==> src/rtl/ball_sequencer.sv <==
// -----------------------------------------------------------------------------
// ball_sequencer
// Ball datapath for the 8-LED, 2-player Pong game. Holds the one-hot ball
// position, steps it at a level-dependent rate and judges paddle presses as
// hits, early swings or misses. The speed level rises every HITS_PER_LVL
// consecutive returns.
//
// Ports:
//   Clk        system clock, rising edge
//   Rst        synchronous active-high reset
//   Serve      single-cycle serve request (ignored while a rally is running)
//   ServeSide  0: P1 serves from Led[7], 1: P2 serves from Led[0]
//   P1_btn     P1 paddle level (synchronized), P1 owns Led[7]
//   P2_btn     P2 paddle level (synchronized), P2 owns Led[0]
//   Led        one-hot ball position, 0 when idle
//   Hit        one-cycle pulse on a valid return
//   Miss_p1    one-cycle pulse, P1 lost the rally
//   Miss_p2    one-cycle pulse, P2 lost the rally
//   Level      current speed level 0..LVL_MAX
//   Busy       high while a rally is in progress
// -----------------------------------------------------------------------------
module ball_sequencer #(
  parameter int TICK_BASE    = 20,
  parameter int TICK_DEC     = 4,
  parameter int LVL_MAX      = 3,
  parameter int HITS_PER_LVL = 4
) (
  input  logic       Clk,
  input  logic       Rst,
  input  logic       Serve,
  input  logic       ServeSide,
  input  logic       P1_btn,
  input  logic       P2_btn,
  output logic [7:0] Led,
  output logic       Hit,
  output logic       Miss_p1,
  output logic       Miss_p2,
  output logic [1:0] Level,
  output logic       Busy
);

  typedef enum logic [1:0] {
    IDLE  = 2'd0,
    TO_P2 = 2'd1,  // ball moving right, towards Led[0]
    TO_P1 = 2'd2   // ball moving left, towards Led[7]
  } state_t;

  localparam int TW = (TICK_BASE > 1) ? $clog2(TICK_BASE) : 1;
  localparam int HW = (HITS_PER_LVL > 1) ? $clog2(HITS_PER_LVL + 1) : 1;

  state_t          state_q, state_d;
  logic [7:0]      led_q, led_d;
  logic            hit_q, hit_d;
  logic            miss1_q, miss1_d;
  logic            miss2_q, miss2_d;
  logic [1:0]      level_q, level_d;
  logic [TW-1:0]   tick_q, tick_d;
  logic [HW-1:0]   hits_q, hits_d;
  logic            p1_q, p2_q;

  logic            p1_press, p2_press;
  logic [TW-1:0]   period_m1;
  logic            step;
  logic            to_p2;
  logic            press_now;
  logic            at_end;

  // State / datapath register.
  // NOTE: sequential state uses non-blocking assignments only, so every
  // register samples the values from before this edge.
  always_ff @(posedge Clk) begin
    if (Rst) begin
      state_q <= IDLE;
      led_q   <= '0;
      hit_q   <= 1'b0;
      miss1_q <= 1'b0;
      miss2_q <= 1'b0;
      level_q <= '0;
      tick_q  <= '0;
      hits_q  <= '0;
      // History starts high so a button held through reset is not an edge.
      p1_q    <= 1'b1;
      p2_q    <= 1'b1;
    end else begin
      state_q <= state_d;
      led_q   <= led_d;
      hit_q   <= hit_d;
      miss1_q <= miss1_d;
      miss2_q <= miss2_d;
      level_q <= level_d;
      tick_q  <= tick_d;
      hits_q  <= hits_d;
      p1_q    <= P1_btn;
      p2_q    <= P2_btn;
    end
  end

  // Next-state and datapath logic.
  always_comb begin
    // NOTE: every signal assigned here gets a default first, so no path
    // leaves a value unassigned and no latch is inferred.
    state_d   = state_q;
    led_d     = led_q;
    hit_d     = 1'b0;
    miss1_d   = 1'b0;
    miss2_d   = 1'b0;
    level_d   = level_q;
    tick_d    = tick_q;
    hits_d    = hits_q;

    p1_press  = P1_btn & ~p1_q;
    p2_press  = P2_btn & ~p2_q;
    period_m1 = TW'(TICK_BASE - 1 - int'(level_q) * TICK_DEC);
    step      = (tick_q == period_m1);

    // Both rally directions share one judge: only the receiving player's
    // button counts, and the receiver's end LED is the hit window.
    to_p2     = (state_q == TO_P2);
    press_now = to_p2 ? p2_press : p1_press;
    at_end    = (led_q == (to_p2 ? 8'h01 : 8'h80));

    unique case (state_q)
      IDLE: begin
        if (Serve) begin
          state_d = ServeSide ? TO_P1 : TO_P2;
          led_d   = ServeSide ? 8'h01 : 8'h80;
          tick_d  = '0;
          hits_d  = '0;
          level_d = '0;
        end
      end

      TO_P2, TO_P1: begin
        tick_d = step ? '0 : tick_q + TW'(1);
        if (press_now && at_end) begin
          // Valid return; a step on the same cycle is discarded.
          hit_d   = 1'b1;
          state_d = to_p2 ? TO_P1 : TO_P2;
          tick_d  = '0;
          if (hits_q == HW'(HITS_PER_LVL - 1)) begin
            hits_d = '0;
            if (level_q != 2'(LVL_MAX)) level_d = level_q + 2'd1;
          end else begin
            hits_d = hits_q + HW'(1);
          end
        end else if (press_now || (step && at_end)) begin
          // Early swing, or the ball left the end LED unreturned.
          state_d = IDLE;
          led_d   = '0;
          tick_d  = '0;
          miss1_d = ~to_p2;
          miss2_d = to_p2;
        end else if (step) begin
          led_d = to_p2 ? (led_q >> 1) : (led_q << 1);
        end
      end

      default: begin
        state_d = IDLE;
        led_d   = '0;
        tick_d  = '0;
      end
    endcase
  end

  // Outputs.
  always_comb begin
    Led     = led_q;
    Hit     = hit_q;
    Miss_p1 = miss1_q;
    Miss_p2 = miss2_q;
    Level   = level_q;
    Busy    = (state_q != IDLE);
  end

endmodule
==> config.mk <==
export PLATFORM = sky130hd
export DESIGN_NAME = ball_sequencer
export DESIGN_NICKNAME = d
export VERILOG_FILES = /design/src/rtl/ball_sequencer.sv
export SDC_FILE = /design/constraint.sdc
export NUM_CORES = 1
export LEC_CHECK = 0
export CAP_MARGIN = 25
export CORE_MARGIN = 2
export CORE_UTILIZATION = 51
export DETAILED_ROUTE_END_ITERATION = 16
export GPL_ROUTABILITY_DRIVEN = 0
export PLACE_DENSITY = 0.79
export SLEW_MARGIN = 5
export SYNTH_ARGS = -nofsm -noshare
export SYNTH_HDL_FRONTEND = slang
export SYNTH_SLANG_ARGS = --single-unit
==> constraint.sdc <==
create_clock -name Clk -period 5.85 [get_ports Clk]
set_input_delay 0.585 -clock Clk [delete_from_list [all_inputs] [get_ports Clk]]
set_output_delay 0.585 -clock Clk [all_outputs]
set_load 0.02 [all_outputs]
# --- Word-level counts from Yosys, hierarchy flattened ---
# Index checks and enable logic that the tools add are counted.
classes:
  eq_ne: 13
  reduce_logical: 13
  mux: 30
  n_bitwise: 7
  n_addsub: 4
op_table:
  columns: ["op", "count"]
  rows:
  - ["$mux W8", 7]
  - ["$mux W5", 4]
  - ["$mux W2", 9]
  - ["$pmux W8 S2", 1]
  - ["$ne A2 B2 Y1 const B", 6]
  - ["$pmux W5 S2", 1]
  - ["$mux W3", 3]
  - ["$eq A8 B8 Y1", 1]
  - ["$pmux W2 S2", 2]
  - ["$ne A3 B3 Y1 const B", 2]
  - ["$pmux W3 S2", 1]
  - ["$reduce_and A3 Y1", 2]
  - ["$add A5 B1 Y5 const B", 1]
  - ["$eq A5 B5 Y1", 1]
  - ["$not A1 Y1", 5]
  - ["$reduce_and A5 Y1", 1]
  - ["$sub A5 B4 Y5 const A", 1]
  - ["$reduce_bool A2 Y1", 2]
  - ["$reduce_or A2 Y1", 2]
  - ["$reduce_or A4 Y1", 1]
  - ["$add A3 B1 Y3 const B", 1]
  - ["$eq A3 B2 Y1 const B", 1]
  - ["$add A2 B1 Y2 const B", 1]
  - ["$and A1 B1 Y1", 2]
  - ["other kinds (7)", 9]
totals:
  inputBits: 6
  word_cells: 77
  register_bits: 25

# --- Depth between registers and ports, before layout ---
logic_depth:
  ltp_word: 8
  mapped_depth: 8

# --- Least setup slack after synthesis ---
# Ideal clock, no wire load.
synth_path:
  path_kind: "register -> register"
  start: "register level_q[0], in the netlist Level[0]"
  end: "register state_q[1]"
  t_arrival_ns: 2.030
  setup_ns: 0.070
  stages_incl_launch_ff: 8
  path_buffers: 0
  synth_period_minus_slack_ns: 2.100
  path_slack_ns: 3.750
  path_cell_list: "dfxtp_1 -> inv_1 -> ha_1 -> xnor2_1 -> nand4_1 -> o21ba_2 -> or4_1 -> a21oi_1"
synth_between:
  elab_chain_len: 6
synth_lines:
  columns: ["item", "line", "rtl"]
  rows:
  - ["start: declaration", "56", "logic [1:0] level_q, level_d;"]
  - ["start signal: assignment", "90", "level_q <= level_d;"]
  - ["$sub A5 B4 Y5", "113", "period_m1 = TW'(TICK_BASE - 1 - int'(level_q) * TICK_DEC);"]
  - ["$eq A5 B5 Y1", "114", "step = (tick_q == period_m1);"]
  - ["$logic_and A1 B1 Y1", "146", "end else if (press_now || (step && at_end)) begin"]
  - ["$logic_or A1 B1 Y1", "146", null]
  - ["$ne A3 B3 Y1 (no line)", null, null]
  - ["$reduce_and A2 Y1 (no line)", null, null]
  - ["end signal: assignment", "85", "state_q <= state_d;"]
  - ["end: declaration", "51", "state_t state_q, state_d;"]
# No other way between the ends.
# A chain may end at the register's enable or synchronous reset.

# --- Worst setup path after layout ---
layout_path:
  start: "register state_q[0]"
  end: "register led_q[7], in the netlist Led[7]"
layout_between:
  elab_chain_len: 8
layout_lines:
  columns: ["item", "line", "rtl"]
  rows:
  - ["$eq A2 B1 Y1 (*)", "118", "to_p2 = (state_q == TO_P2);"]
  - ["via to_p2", "64", "logic to_p2;"]
  - ["$mux W8", "120", "at_end = (led_q == (to_p2 ? 8'h01 : 8'h80));"]
  - ["$eq A8 B8 Y1", "120", null]
  - ["$logic_and A1 B1 Y1", "146", null]
  - ["$logic_or A1 B1 Y1", "146", null]
  - ["$mux W8", "146", null]
  - ["$mux W8", "135", "if (press_now && at_end) begin"]
  - ["$pmux W8 S2", "122", "unique case (state_q)"]
  - ["end signal: assignment", "86", "led_q <= led_d;"]
  - ["end: declaration", "52", "logic [7:0] led_q, led_d;"]
# The timed path passes the listed nets; every way through them passes the cells marked *. The select of a mux whose other input is x is not followed.

==> flow_metrics.py <==
metrics = {
    "logic_synthesis": {
        "synth.area.mux_share": 0.0525,
        "synth_compound_area_frac": 0.164,
        "synth-simple-area-share": 0.254,
        "synth_fa_ha_area_frac": 0.0656,
        "yosysWarnings": 0,
        "syn-instance-count": 146,
        "yosysSeqAreaShare": 0.375,
        "synth_edf_count": 0,
        "ys.flop_type": "dfxtp_1",
        "synth.ff_latch_count": 25,
        "syn-cell-area_um2": 1340,
        "async_flop_share": 0,
        "avgSynthCellArea_um2": 9.14,
        "synth_cell_types": 42,
        "synthesis.nets": 159,
        "synth_xor_area_frac": 0.0459,
        "synth_top_family_by_area": "simple AND/OR/NAND/NOR gates",
    },
    "power": {
        "max-vdd-ir-drop_uv": 191,
        "total_power_mw": 0.436,
        "power.density_nw_per_um2": 278,
        "p_leak_nw": 0.554,
    },
    "setup_path": {
        "crit_required_ps": 6120,
        "start_kind": "register",
        "crit_path_max_fanout": 16,
        "cp.arrival_ps": 3080,
        "r2r_cells": 6,
        "critical_path.endpoint_type": "register",
        "path_class": "reg -> reg",
    },
    "timing": {
        "finalCriticalPeriod_ps": 2810,
        "tightestPinTransition_ps": 992,
        "slew_headroom": 0.339,
        "setup_viol": 0,
        "hold_viol": 0,
        "fin_tns_setup_ps": 0,
        "rsz0062_at_grt": "no",
        "finalMaxSlewViolations": 0,
        "fin_worst_skew_ps": 13.5,
        "fin_crit_sh": 0.481,
        "timing.fmax_mhz": 356,
    },
    "detailed_routing": {
        "wl_per_cell_um": 15.3,
        "drc": 0,
        "num_vias": 1173,
        "drt-total-wl_um": 2990,
        "drtAntennaViolNets": 0,
        "via_per_inst": 6.02,
        "drt-initial-drc-count": 33,
        "drt_pass1_iterations": 4,
    },
    "clock_tree": {
        "worstSkewPairLatency_ps": 340,
        "tritoncts": "yes",
        "cts_buffers": 3,
        "cts.htree.levels": 1,
        "clock-sinks": 25,
        "cts-resized-gates": 0,
        "post_cts_buffers": 0,
        "ctsLongestPathBuffers": 2,
        "ctsHoldBuffers": 0,
        "clk_pin_slew_worst_paths_ps": 150,
        "cts-root-buf": "clkbuf_4",
    },
    "placement": {
        "io_buffers": 19,
        "placedCellCount": 191,
        "detailed_place_hpwl_um": 2200,
    },
    "grt": {
        "gr-total-overflow": 0,
        "antenna_found_initial": 0,
        "grt_max_degree": 17,
        "track_usage": 0.229,
        "grt_pass1_vias": 1069,
        "grt_pass1_wl_um": 4910,
    },
    "cells_and_area": {
        "layout.nets": 179,
        "antenna_cells": 0,
        "layout-drive-gt1-share": 0.0727,
        "final_common_cell": "dfxtp_1",
        "n_fill_cell": 207,
        "final_core_util": 0.633,
        "stdcell_count": 195,
        "final_cell_mix": "25 x dfxtp_1, 19 x clkdlybuf4s50_1, 11 x nor2_1, 11 x nand3_1, 9 x o31ai_1",
        "area_growth_pct": 17.5,
    },
    "die": {
        "start_util": 0.539,
        "fp.dieW_um": 55.2,
        "io-pin-count": 20,
        "die-area_um2": 3040,
        "fp-row-count": 18,
        "die_h_um": 55.2,
        "core-area_um2": 2480,
    },
    "min_path": {
        "hold_depth": 2,
        "min_path_type": "reg -> reg",
    },
    "status": {
        "status": "finished, final reports clean",
    },
    "job": {
        "maxCapViolCount": 0,
    },
}
[path summary, 6_finish.rpt]
kind | slack, ps | to | from
setup / recovery | 3040 | Led[7]$_SDFFE_PP0P_ | state_q[0]$_SDFFE_PP0P_
hold / removal | 490 | hits_q[1]$_SDFFE_PP0P_ | hits_q[1]$_SDFFE_PP0P_
setup reg to reg | 3040 | Led[7]$_SDFFE_PP0P_ | state_q[0]$_SDFFE_PP0P_
hold reg to reg | 490 | hits_q[1]$_SDFFE_PP0P_ | hits_q[1]$_SDFFE_PP0P_
[critical path: stages, from the launching register on]
cell       delay, ps
dfxtp_1          420
ha_1             620
nor3b_1          130
o211ai_2         420
o221ai_1         510
or3_1            500
o2bb2ai_1        140
[kinds of logic (layout without fill, tap and decap cells)]
family                     count (synthesis)  after routing
AOI/OAI and AO/OA                         30             30
xor gates and xnor gates                   7              7
adders and majority gates                  7              7
buffers and inverters                     13             32
DFF                                       25             25
muxes                                      7              7
and+or+nand+nor                           57             57
[power breakdown]
| group | leakage [nW] | switching, mW | internal, mW | total (mW) |
|---|---|---|---|---|
| clock | 0.0139 | 0.0568 | 0.0263 | 0.0830 |
| sequential | 0.203 | 0.0112 | 0.182 | 0.193 |
| combinational | 0.337 | 0.0993 | 0.0614 | 0.161 |
| total | 0.554 | 0.167 | 0.269 | 0.436 |
[cell type report]
type	instances	area, µm²	share of cell area
Clock buffer	3	22.5	0.0144
Tap cell	30	37.5	0.0239
Timing Repair Buffer	19	190	0.121
Clock inverter	1	7.51	0.00478
Sequential cell	25	500	0.319
Multi-Input combinational cell	108	777	0.495
Inverter	9	33.8	0.0215
[synthesized netlist by cell type (2+ instances only)]
library cell / instances / area, µm²
nor4_1: 2 / 12.5
mux2i_1: 7 / 70.1
and2_1: 2 / 12.5
nor3b_1: 3 / 22.5
nand2_1: 7 / 26.3
o2bb2ai_1: 2 / 17.5
a21oi_1: 3 / 15.0
nand3_1: 11 / 55.1
o31ai_1: 9 / 67.6
ha_1: 7 / 87.6
dfxtp_1: 25 / 500
clkbuf_1: 2 / 7.51
nand2b_1: 3 / 18.8
a32oi_1: 2 / 17.5
and3b_2: 2 / 20.0
or2_2: 2 / 12.5
and3_1: 2 / 12.5
nor2_1: 11 / 41.3
nand4_1: 3 / 18.8
xnor2_1: 4 / 35.0
xor2_1: 3 / 26.3
o21ai_0: 7 / 35.0
inv_1: 8 / 30.0
[registers in the layout, indices dropped and copies added (netlist names), 2 cells and up]
name and flops:
Led 8, tick_q 5, hits_q 3, Level 2
state_q 2
[per-layer routing]
metal | GRT usage | vias up | wire length, µm | part of all wire
met5 | 0 | - | 0 | 0
met1 | 0.301 | 558 | 1390 | 0.47
met3 | 0.0430 | 5 | 144 | 0.048
li1 | - | 572 | - | -
met2 | 0.365 | 38 | 1410 | 0.47
met4 | 0.0976 | 0 | 44 | 0.015
[per-stage QoR]
step / worst slack (ps) / hold slack (ps) / instance area [µm²]
final: 3040 / 492 / 1570
after global placement: 3160 / 456 / 1540
after detailed placement: 3060 / 465 / 1540
after global routing: 2860 / 502 / 1570
after CTS: 3090 / 488 / 1570
after floorplan: 3750 / 440 / 1340
(Power assumes the default switching activity.)
